--- src/rtl/mdu_pkg.sv ---
// Shared definitions for the multiply/divide unit.
//   - op encodings as presented on the op port
//   - FSM state encoding
//   - iteration counter width for the default 32-bit datapath
package mdu_pkg;

    localparam int MDU_WIDTH  = 32;
    localparam int ITER_CNT_W = $clog2(MDU_WIDTH + 1);

    typedef enum logic [1:0] {
        OP_MULT  = 2'b00,
        OP_MULTU = 2'b01,
        OP_DIV   = 2'b10,
        OP_DIVU  = 2'b11
    } op_e;

    typedef enum logic [1:0] {
        ST_IDLE = 2'b00,
        ST_MUL  = 2'b01,
        ST_DIV  = 2'b10,
        ST_FIX  = 2'b11
    } state_e;

endpackage

--- src/rtl/mdu_shift_core.sv ---
// Combinational single-step datapath shared by multiply and divide.
// Ports:
//   is_div   in   1      0: shift-add multiply step, 1: restoring divide step
//   work_hi  in   WIDTH  accumulator (multiply) / partial remainder (divide)
//   work_lo  in   WIDTH  multiplier bits (multiply) / dividend-quotient (divide)
//   opnd     in   WIDTH  multiplicand (multiply) / divisor (divide)
//   next_hi  out  WIDTH  work_hi after one step
//   next_lo  out  WIDTH  work_lo after one step
module mdu_shift_core #(
    parameter int WIDTH = 32
) (
    input  logic             is_div,
    input  logic [WIDTH-1:0] work_hi,
    input  logic [WIDTH-1:0] work_lo,
    input  logic [WIDTH-1:0] opnd,
    output logic [WIDTH-1:0] next_hi,
    output logic [WIDTH-1:0] next_lo
);

    logic [WIDTH-1:0] addend;
    logic [WIDTH:0]   mul_sum;
    logic [WIDTH:0]   shifted;
    logic             div_ge;
    logic [WIDTH-1:0] div_sub;

    always_comb begin
        // Multiply: add the multiplicand when the low multiplier bit is set,
        // then shift {carry, acc, mplier} right by one.
        addend  = work_lo[0] ? opnd : '0;
        mul_sum = {1'b0, work_hi} + {1'b0, addend};

        // Divide: shift {rem, quot} left by one, then trial-subtract.
        // The partial remainder is always below the divisor, so the
        // difference (when taken) fits in WIDTH bits and modular subtract
        // gives the exact value.
        shifted = {work_hi, work_lo[WIDTH-1]};
        div_ge  = (shifted >= {1'b0, opnd});
        div_sub = shifted[WIDTH-1:0] - opnd;

        if (is_div) begin
            next_hi = div_ge ? div_sub : shifted[WIDTH-1:0];
            next_lo = {work_lo[WIDTH-2:0], div_ge};
        end else begin
            next_hi = mul_sum[WIDTH:1];
            next_lo = {mul_sum[0], work_lo[WIDTH-1:1]};
        end
    end

endmodule

--- src/rtl/mult_div_unit.sv ---
// Multi-cycle integer multiply/divide unit (one bit per cycle).
// Ports:
//   clock      in   1      rising-edge clock
//   reset      in   1      asynchronous active-high reset, clears all state
//   start      in   1      request, sampled only in IDLE
//   op         in   2      00 MULT, 01 MULTU, 10 DIV, 11 DIVU
//   operandA   in   WIDTH  multiplicand / dividend
//   operandB   in   WIDTH  multiplier / divisor
//   writeHi    in   1      MTHI (IDLE only)
//   writeLo    in   1      MTLO (IDLE only)
//   writeData  in   WIDTH  data for writeHi/writeLo
//   busy       out  1      operation in flight
//   done       out  1      one-cycle pulse, hi/lo valid from this cycle
//   divByZero  out  1      set with done when a divide had operandB==0
//   hi         out  WIDTH  HI register
//   lo         out  WIDTH  LO register
module mult_div_unit
    import mdu_pkg::*;
#(
    parameter int WIDTH = 32
) (
    input  logic             clock,
    input  logic             reset,
    input  logic             start,
    input  logic [1:0]       op,
    input  logic [WIDTH-1:0] operandA,
    input  logic [WIDTH-1:0] operandB,
    input  logic             writeHi,
    input  logic             writeLo,
    input  logic [WIDTH-1:0] writeData,
    output logic             busy,
    output logic             done,
    output logic             divByZero,
    output logic [WIDTH-1:0] hi,
    output logic [WIDTH-1:0] lo
);

    localparam int CNT_W = (WIDTH == MDU_WIDTH) ? ITER_CNT_W : $clog2(WIDTH + 1);

    function automatic logic [WIDTH-1:0] cond_neg(input logic [WIDTH-1:0] v, input logic n);
        logic signed [WIDTH-1:0] sv;
        sv = v;
        return n ? -sv : sv;
    endfunction

    function automatic logic [2*WIDTH-1:0] cond_neg2(input logic [2*WIDTH-1:0] v, input logic n);
        logic signed [2*WIDTH-1:0] sv;
        sv = v;
        return n ? -sv : sv;
    endfunction

    state_e           state_q, state_d;
    logic [CNT_W-1:0] cnt_q, cnt_d;
    logic             busy_q, busy_d;
    logic             done_q, done_d;
    logic             dz_q, dz_d;
    logic             dz_pend_q, dz_pend_d;
    logic             is_div_q, is_div_d;
    logic             neg_p_q, neg_p_d;   // negate product / quotient
    logic             neg_r_q, neg_r_d;   // negate remainder
    logic [WIDTH-1:0] work_hi_q, work_hi_d;
    logic [WIDTH-1:0] work_lo_q, work_lo_d;
    logic [WIDTH-1:0] opnd_q, opnd_d;
    logic [WIDTH-1:0] hi_q, hi_d;
    logic [WIDTH-1:0] lo_q, lo_d;

    op_e                     op_sel;
    logic                    is_div_op, signed_op, a_neg, b_neg, div_zero;
    logic signed [WIDTH-1:0] op_a_s, op_b_s;
    logic [WIDTH-1:0]        a_mag, b_mag;
    logic [WIDTH-1:0]        step_hi, step_lo;
    logic [2*WIDTH-1:0]      prod_fix;

    // Operand preparation for the request presented in IDLE.
    always_comb begin
        op_sel    = op_e'(op);
        op_a_s    = operandA;
        op_b_s    = operandB;
        is_div_op = (op_sel == OP_DIV) || (op_sel == OP_DIVU);
        signed_op = (op_sel == OP_MULT) || (op_sel == OP_DIV);
        a_neg     = signed_op && (op_a_s < 0);
        b_neg     = signed_op && (op_b_s < 0);
        a_mag     = cond_neg(operandA, a_neg);
        b_mag     = cond_neg(operandB, b_neg);
        div_zero  = is_div_op && (operandB == '0);
    end

    mdu_shift_core #(.WIDTH(WIDTH)) u_core (
        .is_div  (is_div_q),
        .work_hi (work_hi_q),
        .work_lo (work_lo_q),
        .opnd    (opnd_q),
        .next_hi (step_hi),
        .next_lo (step_lo)
    );

    always_comb begin
        state_d   = state_q;
        cnt_d     = cnt_q;
        busy_d    = busy_q;
        done_d    = 1'b0;
        dz_d      = dz_q;
        dz_pend_d = dz_pend_q;
        is_div_d  = is_div_q;
        neg_p_d   = neg_p_q;
        neg_r_d   = neg_r_q;
        work_hi_d = work_hi_q;
        work_lo_d = work_lo_q;
        opnd_d    = opnd_q;
        hi_d      = hi_q;
        lo_d      = lo_q;
        prod_fix  = cond_neg2({work_hi_q, work_lo_q}, neg_p_q);

        unique case (state_q)
            ST_IDLE: begin
                if (writeHi) hi_d = writeData;
                if (writeLo) lo_d = writeData;
                if (start) begin
                    busy_d    = 1'b1;
                    dz_d      = 1'b0;
                    dz_pend_d = div_zero;
                    is_div_d  = is_div_op;
                    cnt_d     = CNT_W'(WIDTH);
                    if (div_zero) begin
                        // No iterations: FIX publishes HI=dividend, LO=all-ones.
                        work_hi_d = operandA;
                        work_lo_d = '1;
                        opnd_d    = '0;
                        neg_p_d   = 1'b0;
                        neg_r_d   = 1'b0;
                        cnt_d     = '0;
                        state_d   = ST_FIX;
                    end else if (is_div_op) begin
                        work_hi_d = '0;
                        work_lo_d = a_mag;
                        opnd_d    = b_mag;
                        neg_p_d   = a_neg ^ b_neg;
                        neg_r_d   = a_neg;
                        state_d   = ST_DIV;
                    end else begin
                        work_hi_d = '0;
                        work_lo_d = b_mag;
                        opnd_d    = a_mag;
                        neg_p_d   = a_neg ^ b_neg;
                        neg_r_d   = 1'b0;
                        state_d   = ST_MUL;
                    end
                end
            end
            ST_MUL, ST_DIV: begin
                work_hi_d = step_hi;
                work_lo_d = step_lo;
                cnt_d     = cnt_q - CNT_W'(1);
                if (cnt_q == CNT_W'(1)) state_d = ST_FIX;
            end
            ST_FIX: begin
                if (is_div_q) begin
                    hi_d = cond_neg(work_hi_q, neg_r_q);
                    lo_d = cond_neg(work_lo_q, neg_p_q);
                end else begin
                    hi_d = prod_fix[2*WIDTH-1:WIDTH];
                    lo_d = prod_fix[WIDTH-1:0];
                end
                done_d    = 1'b1;
                busy_d    = 1'b0;
                dz_d      = dz_pend_q;
                dz_pend_d = 1'b0;
                state_d   = ST_IDLE;
            end
            default: state_d = ST_IDLE;
        endcase
    end

    always_ff @(posedge clock or posedge reset) begin
        if (reset) begin
            state_q   <= ST_IDLE;
            cnt_q     <= '0;
            busy_q    <= 1'b0;
            done_q    <= 1'b0;
            dz_q      <= 1'b0;
            dz_pend_q <= 1'b0;
            is_div_q  <= 1'b0;
            neg_p_q   <= 1'b0;
            neg_r_q   <= 1'b0;
            work_hi_q <= '0;
            work_lo_q <= '0;
            opnd_q    <= '0;
            hi_q      <= '0;
            lo_q      <= '0;
        end else begin
            state_q   <= state_d;
            cnt_q     <= cnt_d;
            busy_q    <= busy_d;
            done_q    <= done_d;
            dz_q      <= dz_d;
            dz_pend_q <= dz_pend_d;
            is_div_q  <= is_div_d;
            neg_p_q   <= neg_p_d;
            neg_r_q   <= neg_r_d;
            work_hi_q <= work_hi_d;
            work_lo_q <= work_lo_d;
            opnd_q    <= opnd_d;
            hi_q      <= hi_d;
            lo_q      <= lo_d;
        end
    end

    assign busy      = busy_q;
    assign done      = done_q;
    assign divByZero = dz_q;
    assign hi        = hi_q;
    assign lo        = lo_q;

endmodule

--- config.mk ---
export PLATFORM = sky130hd
export DESIGN_NAME = mult_div_unit
export DESIGN_NICKNAME = d
export VERILOG_FILES = /design/src/rtl/mdu_pkg.sv /design/src/rtl/mdu_shift_core.sv /design/src/rtl/mult_div_unit.sv
export SDC_FILE = /design/constraint.sdc
export NUM_CORES = 1
export LEC_CHECK = 0
export BUFFER_PORTS_ARGS = -buffer_cell sky130_fd_sc_hd__buf_2
export CAP_MARGIN = 30
export CORE_ASPECT_RATIO = 0.6
export CORE_MARGIN = 3
export CORE_UTILIZATION = 56
export CTS_BUF_LIST = sky130_fd_sc_hd__clkbuf_4
export CTS_CLUSTER_DIAMETER = 50
export DETAILED_ROUTE_END_ITERATION = 7
export GPL_TIMING_DRIVEN = 0
export PLACE_DENSITY_LB_ADDON = 0.12
export SYNTH_ARGS = -nofsm -noshare
export SYNTH_HDL_FRONTEND = slang
export SYNTH_SLANG_ARGS = --single-unit
--- constraint.sdc ---
create_clock -name clock -period 5.6 [get_ports clock]
set_clock_uncertainty 0.2 [all_clocks]
set_input_delay 0.84 -clock clock [delete_from_list [all_inputs] [get_ports clock]]
set_output_delay 0.84 -clock clock [all_outputs]
set_load 0.05 [all_outputs]
==> metrics.md <==
| Metric | Value |
|---|---|
| Synth Cell Area | `15500 um2` |
| Post-Synth Simple-Gate Area | `0.195` |
| Initial antenna violation count | `2` |
| Crit. End Element | `register` |
| Critical path arrival | `5.50 ns` |
| I/O Buffers | `168` |
| Layout area overhead | `11.1%` |
| First-pass GRT wire length | `99.2 mm` |
| Post-DP HPWL | `54.4 mm` |
| Largest cells by area after synthesis | `dfrtp_1 28%, o21ai_0 6.6%, a21oi_1 6.3%` |
| Die Height | `135 um` |
| Worst skew pair latency | `0.66 ns` |
| Avg Inst Size Synth | `7.62 um2` |
| Clock buffer depth | `2` |
| Drt pass-1 iters | `7` |
| Crit Path Max Fanout | `10` |
| Compound-Gate Fraction of Synth Area | `0.274` |
| Post-route setup TNS | `0 ns` |
| Vias | `17700` |
| Critical path class | `register to register` |
| Vias in the first global route | `15800` |
| Largest area contributor in the netlist | `dfrtp_1` |
| Final period util | `0.922` |
| Critical Path RT | `5.94 ns` |
| Hold Buf Count CTS | `0` |
| Clock Pin Slew Worst Setup and Hold Paths | `0.19 ns` |
| All-Layer GR Usage | `0.449` |
| RSZ-0062 raised after global routing | `no` |
| Unique cell type count in the Yosys netlist | `82` |
| Layout cell share with drive strength beyond 1 | `0.111` |
| # DRC | `0` |
| YS warnings | `0` |
| Top_reg_cell synth | `dfrtp_1` |
| Overflow after GRT | `0` |
| Hold Path Class | `input port to async pin` |
| Hold_ws | `0.0693 ns` |
| Critical path launch point type | `register` |
| Max frequency | `194 MHz` |
| Register area share after synthesis | `0.283` |
| Final Max Slew Viols | `0` |
| Fin nets | `2402` |
| DIE WIDTH | `221 um` |
| XOR/XNOR Fraction of Synth Area | `0.0995` |
| CTS tree | `yes` |
| Synth top area share | `0.283` |
| Final RePlAce weighted congestion | `1.09` |
| Syn_nets | `2209` |
| Slew margin rel. | `0.253` |
| Post-CTS setup buffer count | `0` |
| Adder-cell area share of the yosys netlist | `0.0607` |
| Root Driver | `clkbuf_4` |
| Largest net degree at the start of global routing | `45` |
| Clock Sinks | `175` |
| Most frequent cell after synthesis | `nand2_1` |
| Average wire per standard cell | `26.3 um` |
| PostCTS Resize Cnt | `0` |
| Iteration-0 DRC count of the detailed router | `3017` |
| Minimum clock period | `5.16 ns` |
| Die area | `29800 um2` |
| Fin. Hold Viols | `0` |
| Wirelength, routed | `68.4 mm` |
| Core area | `26800 um2` |
| Status | `completed` |
| Commonest cells post-synth | `229 x nand2_1, 204 x nor2_1, 204 x o21ai_0` |
| Asr flop ratio synth | `1.00` |
| Fill count | `2426` |
| Antenna Nets Post-Route | `0` |
| Vias per inst | `6.80` |
| Final non-filler cell total | `2599` |
| Initial Util | `0.577` |
| Worst Tran Pin Value | `1.10 ns` |
| Largest family of logic cells by synthesized area | `compound AO/OA/AOI/OAI gates` |
| CTS Buf Count | `17` |
| Final setup violation count | `0` |
| Gate Count Post-Synth | `2032` |
| Max_cap viols | `0` |
| H-tree depth | `4` |
| Post-synth EDFFs | `0` |
| Post-synthesis mux area share | `0.0357` |
| Yosys reg bits | `175` |
| Cell row count | `46` |
| Inst Count DP | `2565` |
| Boundary pin count | `170` |
-- cell type report --
| cell class | count | area (um2) | area share |
|---|---|---|---|
| clock inverters | 15 | 193 | 0.0112 |
| flip-flops and latches | 175 | 4380 | 0.255 |
| plain buffers | 137 | 546 | 0.0317 |
| repair buffers | 174 | 938 | 0.0545 |
| well taps | 360 | 450 | 0.0262 |
| clock buffers | 17 | 128 | 0.00742 |
| inverters | 68 | 259 | 0.0151 |
| diodes | 1 | 2.50 | 0.000145 |
| multi-input cells | 1652 | 10300 | 0.599 |
-- worst max-delay path, stage by stage (launching register included) --
cell and delay [ns]:
dfrtp_1 0.49, inv_1 0.10, ha_1 0.37, a21oi_1 0.17
nand2_1 0.22, a221oi_1 0.59, o32ai_1 0.26, a211oi_1 0.60
clkbuf_1 0.69, buf_1 0.61, o21ai_0 0.22, a32oi_1 0.37
a21oi_1 0.12
-- metal layers --
layer,GRT usage,vias up,wire (um)
met2,0.554,1463,24600
met1,0.648,8319,28100
li1,-,7700,-
met3,0.262,196,13200
met5,0.0217,-,77
met4,0.128,2,2410
-- cells by family (layout without fill, tap and decap cells) --
group / after synthesis / after routing
flops: 175 / 175
xor+xnor: 176 / 176
other cells: 0 / 1
mux: 53 / 53
simple gates: 655 / 655
fa+ha+maj: 74 / 74
compound gates: 694 / 694
buf+inv: 205 / 411
-- final timing paths --
check / from / cells after the start / slack [ns] / end
worst max-delay path: opnd_q[2] / 12 / 0.44 / work_hi_q[14]
worst min-delay path: reset / 2 / 0.07 / work_hi_q[15]
worst max register to register: opnd_q[2] / 12 / 0.44 / work_hi_q[14]
worst min register to register: hi[16] / 1 / 0.29 / hi[16]
max in group asynchronous: reset / 4 / 4.18 / work_lo_q[6]
min in group clock: writeData[0] / 3 / 0.27 / lo[0]
-- layout by cell type, fill, tap and decap left out, types with 35 or more instances in the layout --
cell      instances
a21o_1           48
a21oi_1         196
a31oi_1          45
buf_2           172
clkbuf_1        117
dfrtp_1         175
ha_1             72
inv_1            65
mux2i_1          35
nand2_1         229
nand3_1          41
nor2_1          204
o21ai_0         204
xnor2_1          99
xor2_1           77
-- flip-flops by register name (all words and copies together), names as in the netlist, 2 cells and up --
register and flops:
cnt_q 6, hi 32, lo 32, opnd_q 32
state_q 2, work_hi_q 32, work_lo_q 32
-- per-stage QoR --
step / worst slack [ns] / instance area [um2] / util
global route: 0.300 / 17200 / 0.641
finish: 0.439 / 17200 / 0.641
detailed placement: 0.804 / 16900 / 0.629
floorplan: 1.93 / 15500 / -
CTS: 0.766 / 17200 / 0.641
global placement: 0.852 / 16800 / 0.626
Power is left out: the tool's default activity adds up to more than one toggle a clock period on the data nets, which glitch-free logic cannot reach.
